### config.mk
export PLATFORM = sky130hd
export DESIGN_NAME = de_fetchalign
export DESIGN_NICKNAME = d
export VERILOG_FILES = /design/src/rtl/de_fetchalign.sv
export SDC_FILE = /design/constraint.sdc
export NUM_CORES = 1
export LEC_CHECK = 0
export ABC_AREA = 1
export CAP_MARGIN = 20
export CELL_PAD_IN_SITES_DETAIL_PLACEMENT = 2
export CELL_PAD_IN_SITES_GLOBAL_PLACEMENT = 2
export CORE_AREA = 4 4 240 242
export DETAILED_ROUTE_END_ITERATION = 6
export DIE_AREA = 0 0 244 246
export PLACE_DENSITY_LB_ADDON = 0.1
export SLEW_MARGIN = 10
export SYNTH_ARGS = -nofsm -noshare
export SYNTH_HDL_FRONTEND = slang
export SYNTH_SLANG_ARGS = --single-unit
### constraint.sdc
create_clock -name clk_i -period 8.8 [get_ports clk_i]
set_clock_uncertainty 0.05 [all_clocks]
set_input_delay 1.76 -clock clk_i [delete_from_list [all_inputs] [get_ports clk_i]]
set_output_delay 1.76 -clock clk_i [all_outputs]
set_load 0.03 [all_outputs]
### src/rtl/de_fetchalign.sv
// Fetch-to-decode aligner: buffers 64-bit fetch words as halfwords and presents
// 16/32/64-bit instructions left-aligned with their PC.
module de_fetchalign (
    input  logic        clk_i,
    input  logic        rst_i,
    input  logic        flush_i,
    input  logic [63:0] flush_pc_i,
    input  logic [63:0] fetch_data_i,
    input  logic        fetch_valid_i,
    output logic        fetch_ready_o,
    output logic [63:0] instr_o,
    output logic [1:0]  instr_len_o,
    output logic [63:0] instr_pc_o,
    output logic        instr_valid_o,
    input  logic        instr_ready_i
);

    // Buffer is kept flat with the head halfword in [127:112]; slots past cnt are always zero.
    logic [127:0] buf_q, buf_d;
    logic [3:0]   cnt_q, cnt_d;
    logic [1:0]   skip_q, skip_d;
    logic [63:0]  pc_q, pc_d;

    logic [15:0]  head;
    logic [3:0]   need;
    logic [63:0]  instr_mask;
    logic         consume, accept;
    logic [3:0]   cnt_sh;
    logic [127:0] buf_sh;
    logic [63:0]  fetch_sh;

    always_comb begin
        head = buf_q[127:112];
        if (!head[15]) begin
            instr_len_o = 2'd0;
            need        = 4'd1;
            instr_mask  = 64'hFFFF_0000_0000_0000;
        end else if (!head[14]) begin
            instr_len_o = 2'd1;
            need        = 4'd2;
            instr_mask  = 64'hFFFF_FFFF_0000_0000;
        end else begin
            instr_len_o = 2'd2;
            need        = 4'd4;
            instr_mask  = 64'hFFFF_FFFF_FFFF_FFFF;
        end
        instr_o       = buf_q[127:64] & instr_mask;
        instr_pc_o    = pc_q;
        instr_valid_o = (cnt_q >= need) && !flush_i;
        fetch_ready_o = !flush_i && (cnt_q <= 4'd4);
    end

    always_comb begin
        consume  = instr_valid_o && instr_ready_i;
        accept   = fetch_valid_i && fetch_ready_o;
        buf_sh   = consume ? (buf_q << {need, 4'b0000}) : buf_q;
        cnt_sh   = consume ? (cnt_q - need) : cnt_q;
        // Drop the leading halfwords before an unaligned redirect target.
        fetch_sh = fetch_data_i << {skip_q, 4'b0000};

        buf_d  = buf_sh;
        cnt_d  = cnt_sh;
        skip_d = skip_q;
        pc_d   = consume ? (pc_q + {59'b0, need, 1'b0}) : pc_q;

        if (accept) begin
            buf_d  = buf_sh | ({fetch_sh, 64'b0} >> {cnt_sh, 4'b0000});
            cnt_d  = cnt_sh + 4'd4 - {2'b00, skip_q};
            skip_d = 2'd0;
        end

        if (flush_i) begin
            buf_d  = '0;
            cnt_d  = 4'd0;
            pc_d   = {flush_pc_i[63:1], 1'b0};
            skip_d = flush_pc_i[2:1];
        end
    end

    always_ff @(posedge clk_i or posedge rst_i) begin
        if (rst_i) begin
            buf_q  <= '0;
            cnt_q  <= 4'd0;
            skip_q <= 2'd0;
            pc_q   <= 64'd0;
        end else begin
            buf_q  <= buf_d;
            cnt_q  <= cnt_d;
            skip_q <= skip_d;
            pc_q   <= pc_d;
        end
    end

endmodule

# Word level (Yosys, flattened, before mapping)
# Cells that the tools add are included.
# W data, S select, Z words.
# op_classes
addsub	4
n_mul	0
n_div	0
order_cmp	2
n_eq_ne	0
n_shift	3
muxes	16
n_bitwise	2
reduce_logical	7
# ops
operator	count
$mux W128	3
$mux W64	2
$or A128 B128 Y128	1
$shl A128 B8 Y128	1
$shr A128 B8 Y128	1
$add A64 B5 Y64	1
$and A64 B64 Y64	1
$shl A64 B6 Y64	1
$mux W48	1
$mux W32	1
$mux W4	3
$mux W2	4
$mux W3	2
$add A4 B3 Y4 const B	1
$ge A4 B4 Y1	1
$le A4 B3 Y1 const B	1
$logic_and A1 B1 Y1	4
$reduce_bool A2 Y1	2
$sub A4 B2 Y4	1
$sub A4 B4 Y4	1
$logic_not A1 Y1	1
# totals
regBits	198
latch_bits	0
mem_bits_rw	0
romBits	0
n_memories	0

# Logic depth before layout (Yosys ltp)
# depth
depth_word	10
mapped_depth	22
mapped_depth_nobuf	16

# Least setup slack after synthesis
# Ideal clock, no wire load.
# synth_timing
path_kind	input -> output
from	input flush_i
to	output instr_valid_o
arrival_ns	2.392
t_required_ns	6.990
path_slack_ns	4.598
cell_stages	5
cell_sequence	buf_2 -> inv_2 -> buf_4 -> nand2_1 -> inv_1
# synth_via
elab_chain_cells	2
# synth_rtl
item	line_no	source
start, declared	6	input logic flush_i,
$logic_not A1 Y1	49	instr_valid_o = (cnt_q >= need) && !flush_i;
$logic_and A1 B1 Y1	49	
end, declared	14	output logic instr_valid_o,
# Every way passes these cells.

# Final worst setup path
# layout_timing
from	register buf_q[127]
to	register buf_q[92]
# layout_via
elab_chain_cells	9
# layout_rtl
item	line_no	source
start, declared	19	logic [127:0] buf_q, buf_d;
start signal, assigned	87	buf_q <= buf_d;
$mux W3 *	34	if (!head[15]) begin
$ge A4 B4 Y1	49	
$logic_and A1 B1 Y1	49	
$logic_and A1 B1 Y1	54	consume = instr_valid_o && instr_ready_i;
$mux W4	57	cnt_sh = consume ? (cnt_q - need) : cnt_q;
$shr A128 B8 Y128	67	buf_d = buf_sh | ({fetch_sh, 64'b0} >> {cnt_sh, 4'b0000});
$or A128 B128 Y128	67	
$mux W128 *	66	if (accept) begin
$mux W128 *	72	if (flush_i) begin
named net buf_d[92]	19	
# Mark *: on every way through the listed nets, which the timed path passes. The rest lies on a longest branch.
# A chain may end at the register's enable or synchronous reset.

==> results.md <==
- The run finished with clean final reports.
- The maximum resistive drop on vdd is approximately 220 µV.
- The first global-routing pass estimated 124,000 µm of wire.
- The worst hold path passes through 2 cells.
- Detailed placement finished with a half-perimeter wire length of 58,100 µm.
- The initial cell density of the core is 28.9%.
- STA puts the critical path data required time at about 9000 ps.
- The met2 track demand over resource is between 50 and 60%.
- For this block, the routed nets add up to 82,500 µm of wire.
- The floorplan has 86 rows.
- The fill cell instance count of the final layout is 6,656.
- Of the post-synthesis cell area, the part taken by muxes is 0%.
- Of the synthesized area, sequential elements account for 31.0%.
- Measured against its own limit, the worst slew margin works out to 28.7%.
- Cells fill 35.3% of the core in the end.
- Detailed routing inserted a total of 18,500 vias.
- The tightest min-delay check is of the flop to flop type.
- In this run the most used layer during global routing was met2.
- The floorplan step set the die width to 244 µm.
- Dividing the detail-routed wire length by the instance count gives roughly 25 µm.
- Using the TritonRoute via totals, the vias-per-cell ratio works out to approximately 5.5.
- After global routing the overflow that remains totals 0.
- The routability congestion estimate is roughly 0.90.
- The H-tree was split into 4 levels.
- The number of synthesized flops with an enable pin is 0.
- Clock latency on the worst-skew pair, taken at its later pin, is about 510 ps.
- Input and output buffers added on the ports amount to approximately 260.
- The critical path is of the flop to flop type.
- The number of nets in the finished design is 2,736.
- The first-pass detailed-route iteration total is 5.
- In the final timing run, aggregate negative setup slack is 0 ps.
- The number of buffers and inverters on the critical path is 3.
- Prior to clock tree synthesis, the placed netlist has a worst setup slack of approximately 3100 ps.
- The via count of the first global-routing pass was 20,400.
- The cell area after synthesis is 15,900 µm².
- The top-area cell type share of the netlist area is a little under a third.
- The count of final max-slew check failures is 0.
- The leakage power is 8.18 nW.
- The clock tree from TritonCTS is yes.
- The height of the chip is 246 µm.
- For the pin with the worst max-slew slack, the measured transition is roughly 1100 ps.
- The delay of the slowest cell on the worst path is 870 ps.
- The die covers 60,000 µm².
- After clock tree synthesis, the clock-pin slew on the worst setup and hold paths is 80 ps.
- STA classifies the critical path startpoint as a flop.
- The region available for standard cell placement spans 55,100 µm².
- The global routing met3 resource utilization is 3.36%.
- The final period utilization is around two thirds.
- The worst register-to-register path has a depth of 14.
- The post-detailed-route count of antenna-violating nets is 0.
- After synthesis, the share of flip-flops with an asynchronous set or reset is 100%.
- In this run, CTS created clock tree buffers numbering 17.
- The critical path endpoint category is a flop.
- In this run the deepest clock path goes through 2 buffers.
- The post-route netlist has 3.72% of its cells at a drive strength greater than 1.
- The signal on the critical path passes through inv_2, ha_1, inv_1, fa_1, nand2_1, nand3_2, nand3_4, buf_4, nand2_1, nand2_2, nand2_4, nor2_8, nand3_1, a21oi_1.
- In this run the number of cells on the critical path is 14.
- For the worst setup path, the data arrival time is 6090 ps.
- The number of antenna violations at the first check in global routing is 2.
- Entering global routing, the biggest net connects 102 pins.
- After synthesis, the largest family of logic cells by area is simple AND/OR/NAND/NOR gates.
- Counting stages on the worst path, the most repeated cell is sky130_fd_sc_hd__nand2_1.
- Across the run, the number of max-cap violations was 0.
- Synthesis instantiated 44 different standard cells from the library.
- After Yosys synthesis, and, or, nand and nor cells account for 33.3% of the synthesized area.
- The post-route non-filler standard cell count is 3,353.
- After detailed routing, the number of remaining DRC violations is 0.
- The xor/xnor share of the synthesized area is 2.53%.
- The hold buffer count at CTS is 0.
- After clock tree synthesis, the setup repair step added 0 buffers.
- Counting every instance in the synthesized netlist gives about 2,500.
- For this run, the number of Yosys warnings is 0.
- The synthesized netlist devotes a little over a fifth of its cell area to compound gates.
- The routed design could run at a clock period as short as 5720 ps.
- Setup violations remaining at the end of the flow were counted as 0.
- On the critical path the largest part of the delay comes from simple AND/OR/NAND/NOR gates.
- The worst path setup slack after routing is 3080 ps.
- Setup repair after global routing left no endpoint under its margin.
- The net count after synthesis is approximately 2,600.
- After Yosys synthesis, full adders, half adders and majority gates account for approximately 1.0% of the synthesized area.
- Gates resized during post-CTS repair numbered 0.
- Across every metal layer, demand over resource in global routing totals 27.1%.
- The slowest cell on the critical path is sky130_fd_sc_hd__inv_2.
- The worst hold margin is just under 500 ps.
- The average size of a mapped cell is approximately 6.4 µm².
- For this design the ratio of total power to cell area is 343 nW/µm².
- The most used flip-flop cell after synthesis is sky130_fd_sc_hd__dfrtp_1.
- The cell total after placement is 3,321.
- The clock drives 197 sinks.
- The number of ports placed on the die boundary is 265.
- The hold violation count in the final report is 0.
- The maximum net fanout on the critical path is 50.
- Based on the critical path, the design can be clocked at up to 175 MHz.
- Relative to the synthesized area, the layout overhead comes to 22.5%.
- The DRC marker count from the first detailed-route iteration is 1,021.
- Yosys attributes the largest share of cell area to sky130_fd_sc_hd__dfrtp_1, sky130_fd_sc_hd__nand2_1, sky130_fd_sc_hd__nand3_1.
- Of all cell types, the one taking the most synthesized area is sky130_fd_sc_hd__dfrtp_1.
- Counting flops and latches in the post-synthesis netlist gives 197.
- In the global route stage, met1 resource usage came out at about 29%.
- 0 antenna diodes ended up in the layout.
- The root buffer cell is sky130_fd_sc_hd__clkbuf_16.
==> final cells by class <==
cell class	instances	area, µm²	area share (%)
Multi-Input combinational cell	1878	9290	47.7
Tap cell	748	936	4.81
Inverter	210	803	4.12
Clock buffer	20	467	2.40
Timing Repair Buffer	288	2820	14.5
Clock inverter	12	221	1.14
Sequential cell	197	4930	25.3
==> worst reg2reg max path: cells and delay by family (launching register included) <==
kind,cells,cell delay (ps)
buffers and inverters,3,1610
AND/OR/NAND/NOR,8,2400
adder cells (fa/ha/maj),2,690
AO/OA/AOI/OAI,1,200
flip-flops,1,710
==> through the flow <==
stage	total power (W)	cell area (µm²)
6_report	0.00668	19500
5_1_grt	0.00719	19500
4_1_cts	0.00672	19500
3_5_place_dp	0.00572	18800
3_3_place_gp	0.00555	18800
2_1_floorplan	0.00423	15900
==> metal layers <==
layer	routed length (µm)	share of wire [%]
met1	31600	38
met2	42900	52
met3	2430	2.9
met4	5590	6.8
met5	27	0.033
==> flip-flops by register name (all words and copies together), names as in the netlist <==
| name | cells |
|---|---|
| cnt_q | 4 |
| buf_q | 128 |
| instr_pc_o | 63 |
| skip_q | 2 |
==> logic make-up after synthesis <==
family                     count (synthesis)
buffers and inverters                    403
other                                      1
AOI/OAI and AO/OA                        589
and+or+nand+nor                         1231
xor gates and xnor gates                  46
DFF                                      197
adders and majority gates                 11
==> report_power, final <==
group | switching [W] | internal [W]
combinational | 0.00282 | 0.00124
sequential | 0.000429 | 0.00123
clock | 0.000415 | 0.000556
total | 0.00366 | 0.00302
==> synth_stat cells (4+ instances only) <==
| cell | instances |
|---|---|
| sky130_fd_sc_hd__nand2_2 | 4 |
| sky130_fd_sc_hd__inv_1 | 199 |
| sky130_fd_sc_hd__o221ai_1 | 21 |
| sky130_fd_sc_hd__buf_1 | 8 |
| sky130_fd_sc_hd__o21a_1 | 17 |
| sky130_fd_sc_hd__nand3_1 | 315 |
| sky130_fd_sc_hd__nand4_1 | 18 |
| sky130_fd_sc_hd__xnor2_1 | 16 |
| sky130_fd_sc_hd__nor2_1 | 224 |
| sky130_fd_sc_hd__xor2_1 | 30 |
| sky130_fd_sc_hd__o21ai_1 | 15 |
| sky130_fd_sc_hd__nor3_1 | 36 |
| sky130_fd_sc_hd__inv_2 | 8 |
| sky130_fd_sc_hd__o21ai_0 | 221 |
| sky130_fd_sc_hd__o22ai_1 | 63 |
| sky130_fd_sc_hd__a21oi_1 | 149 |
| sky130_fd_sc_hd__buf_4 | 26 |
| sky130_fd_sc_hd__or2_2 | 4 |
| sky130_fd_sc_hd__dfrtp_1 | 197 |
| sky130_fd_sc_hd__a22oi_1 | 58 |
| sky130_fd_sc_hd__nand2_1 | 595 |
| sky130_fd_sc_hd__o211ai_1 | 41 |
| sky130_fd_sc_hd__buf_2 | 52 |
| sky130_fd_sc_hd__or2_1 | 16 |
| sky130_fd_sc_hd__and2_1 | 4 |
| sky130_fd_sc_hd__clkbuf_1 | 104 |
| sky130_fd_sc_hd__ha_1 | 8 |
==> layout by cell type, fill, tap and decap left out, types with 2 or more instances in the layout <==
cell type / netlist / routed
sky130_fd_sc_hd__nand2_1: 595 / 593
sky130_fd_sc_hd__nand3_1: 315 / 315
sky130_fd_sc_hd__clkdlybuf4s50_1: 0 / 261
sky130_fd_sc_hd__nor2_1: 224 / 223
sky130_fd_sc_hd__o21ai_0: 221 / 221
sky130_fd_sc_hd__inv_1: 199 / 198
sky130_fd_sc_hd__dfrtp_1: 197 / 195
sky130_fd_sc_hd__a21oi_1: 149 / 149
sky130_fd_sc_hd__o22ai_1: 63 / 63
sky130_fd_sc_hd__a22oi_1: 58 / 58
sky130_fd_sc_hd__o211ai_1: 41 / 41
sky130_fd_sc_hd__nor3_1: 36 / 36
sky130_fd_sc_hd__xor2_1: 30 / 30
sky130_fd_sc_hd__buf_4: 26 / 26
sky130_fd_sc_hd__o221ai_1: 21 / 21
sky130_fd_sc_hd__nand4_1: 18 / 18
sky130_fd_sc_hd__o21a_1: 17 / 17
sky130_fd_sc_hd__clkbuf_16: 0 / 17
sky130_fd_sc_hd__xnor2_1: 16 / 16
sky130_fd_sc_hd__or2_1: 16 / 16
sky130_fd_sc_hd__o21ai_1: 15 / 15
sky130_fd_sc_hd__inv_2: 8 / 8
sky130_fd_sc_hd__ha_1: 8 / 8
sky130_fd_sc_hd__bufinv_16: 0 / 6
sky130_fd_sc_hd__nand2_2: 4 / 5
sky130_fd_sc_hd__and2_1: 4 / 4
sky130_fd_sc_hd__nand2_4: 3 / 4
sky130_fd_sc_hd__or2_2: 4 / 4
sky130_fd_sc_hd__fa_1: 3 / 3
sky130_fd_sc_hd__clkbuf_8: 0 / 3
sky130_fd_sc_hd__clkinv_2: 0 / 3
sky130_fd_sc_hd__nand3_2: 2 / 2
sky130_fd_sc_hd__nand3_4: 2 / 2
sky130_fd_sc_hd__nor2_4: 0 / 2
sky130_fd_sc_hd__nand3b_1: 2 / 2
sky130_fd_sc_hd__inv_6: 1 / 2
sky130_fd_sc_hd__nand4_2: 2 / 2
sky130_fd_sc_hd__clkinv_4: 0 / 2
==> final timing paths <==
check | startpoint | to | slack (ps)
max in group asynchronous | rst_i | buf_q[127]$_DFF_PP0_ | 5480
min in group asynchronous | rst_i | instr_pc_o[6]$_DFFE_PP0N_ | 1710
min reg2reg | instr_pc_o[1]$_DFFE_PP0N_ | instr_pc_o[1]$_DFFE_PP0N_ | 490
min | instr_pc_o[1]$_DFFE_PP0N_ | instr_pc_o[1]$_DFFE_PP0N_ | 490
max reg2reg | buf_q[127]$_DFF_PP0_ | buf_q[92]$_DFF_PP0_ | 3080
max | buf_q[127]$_DFF_PP0_ | buf_q[92]$_DFF_PP0_ | 3080
Note: power is estimated with default switching activity, not from simulation.
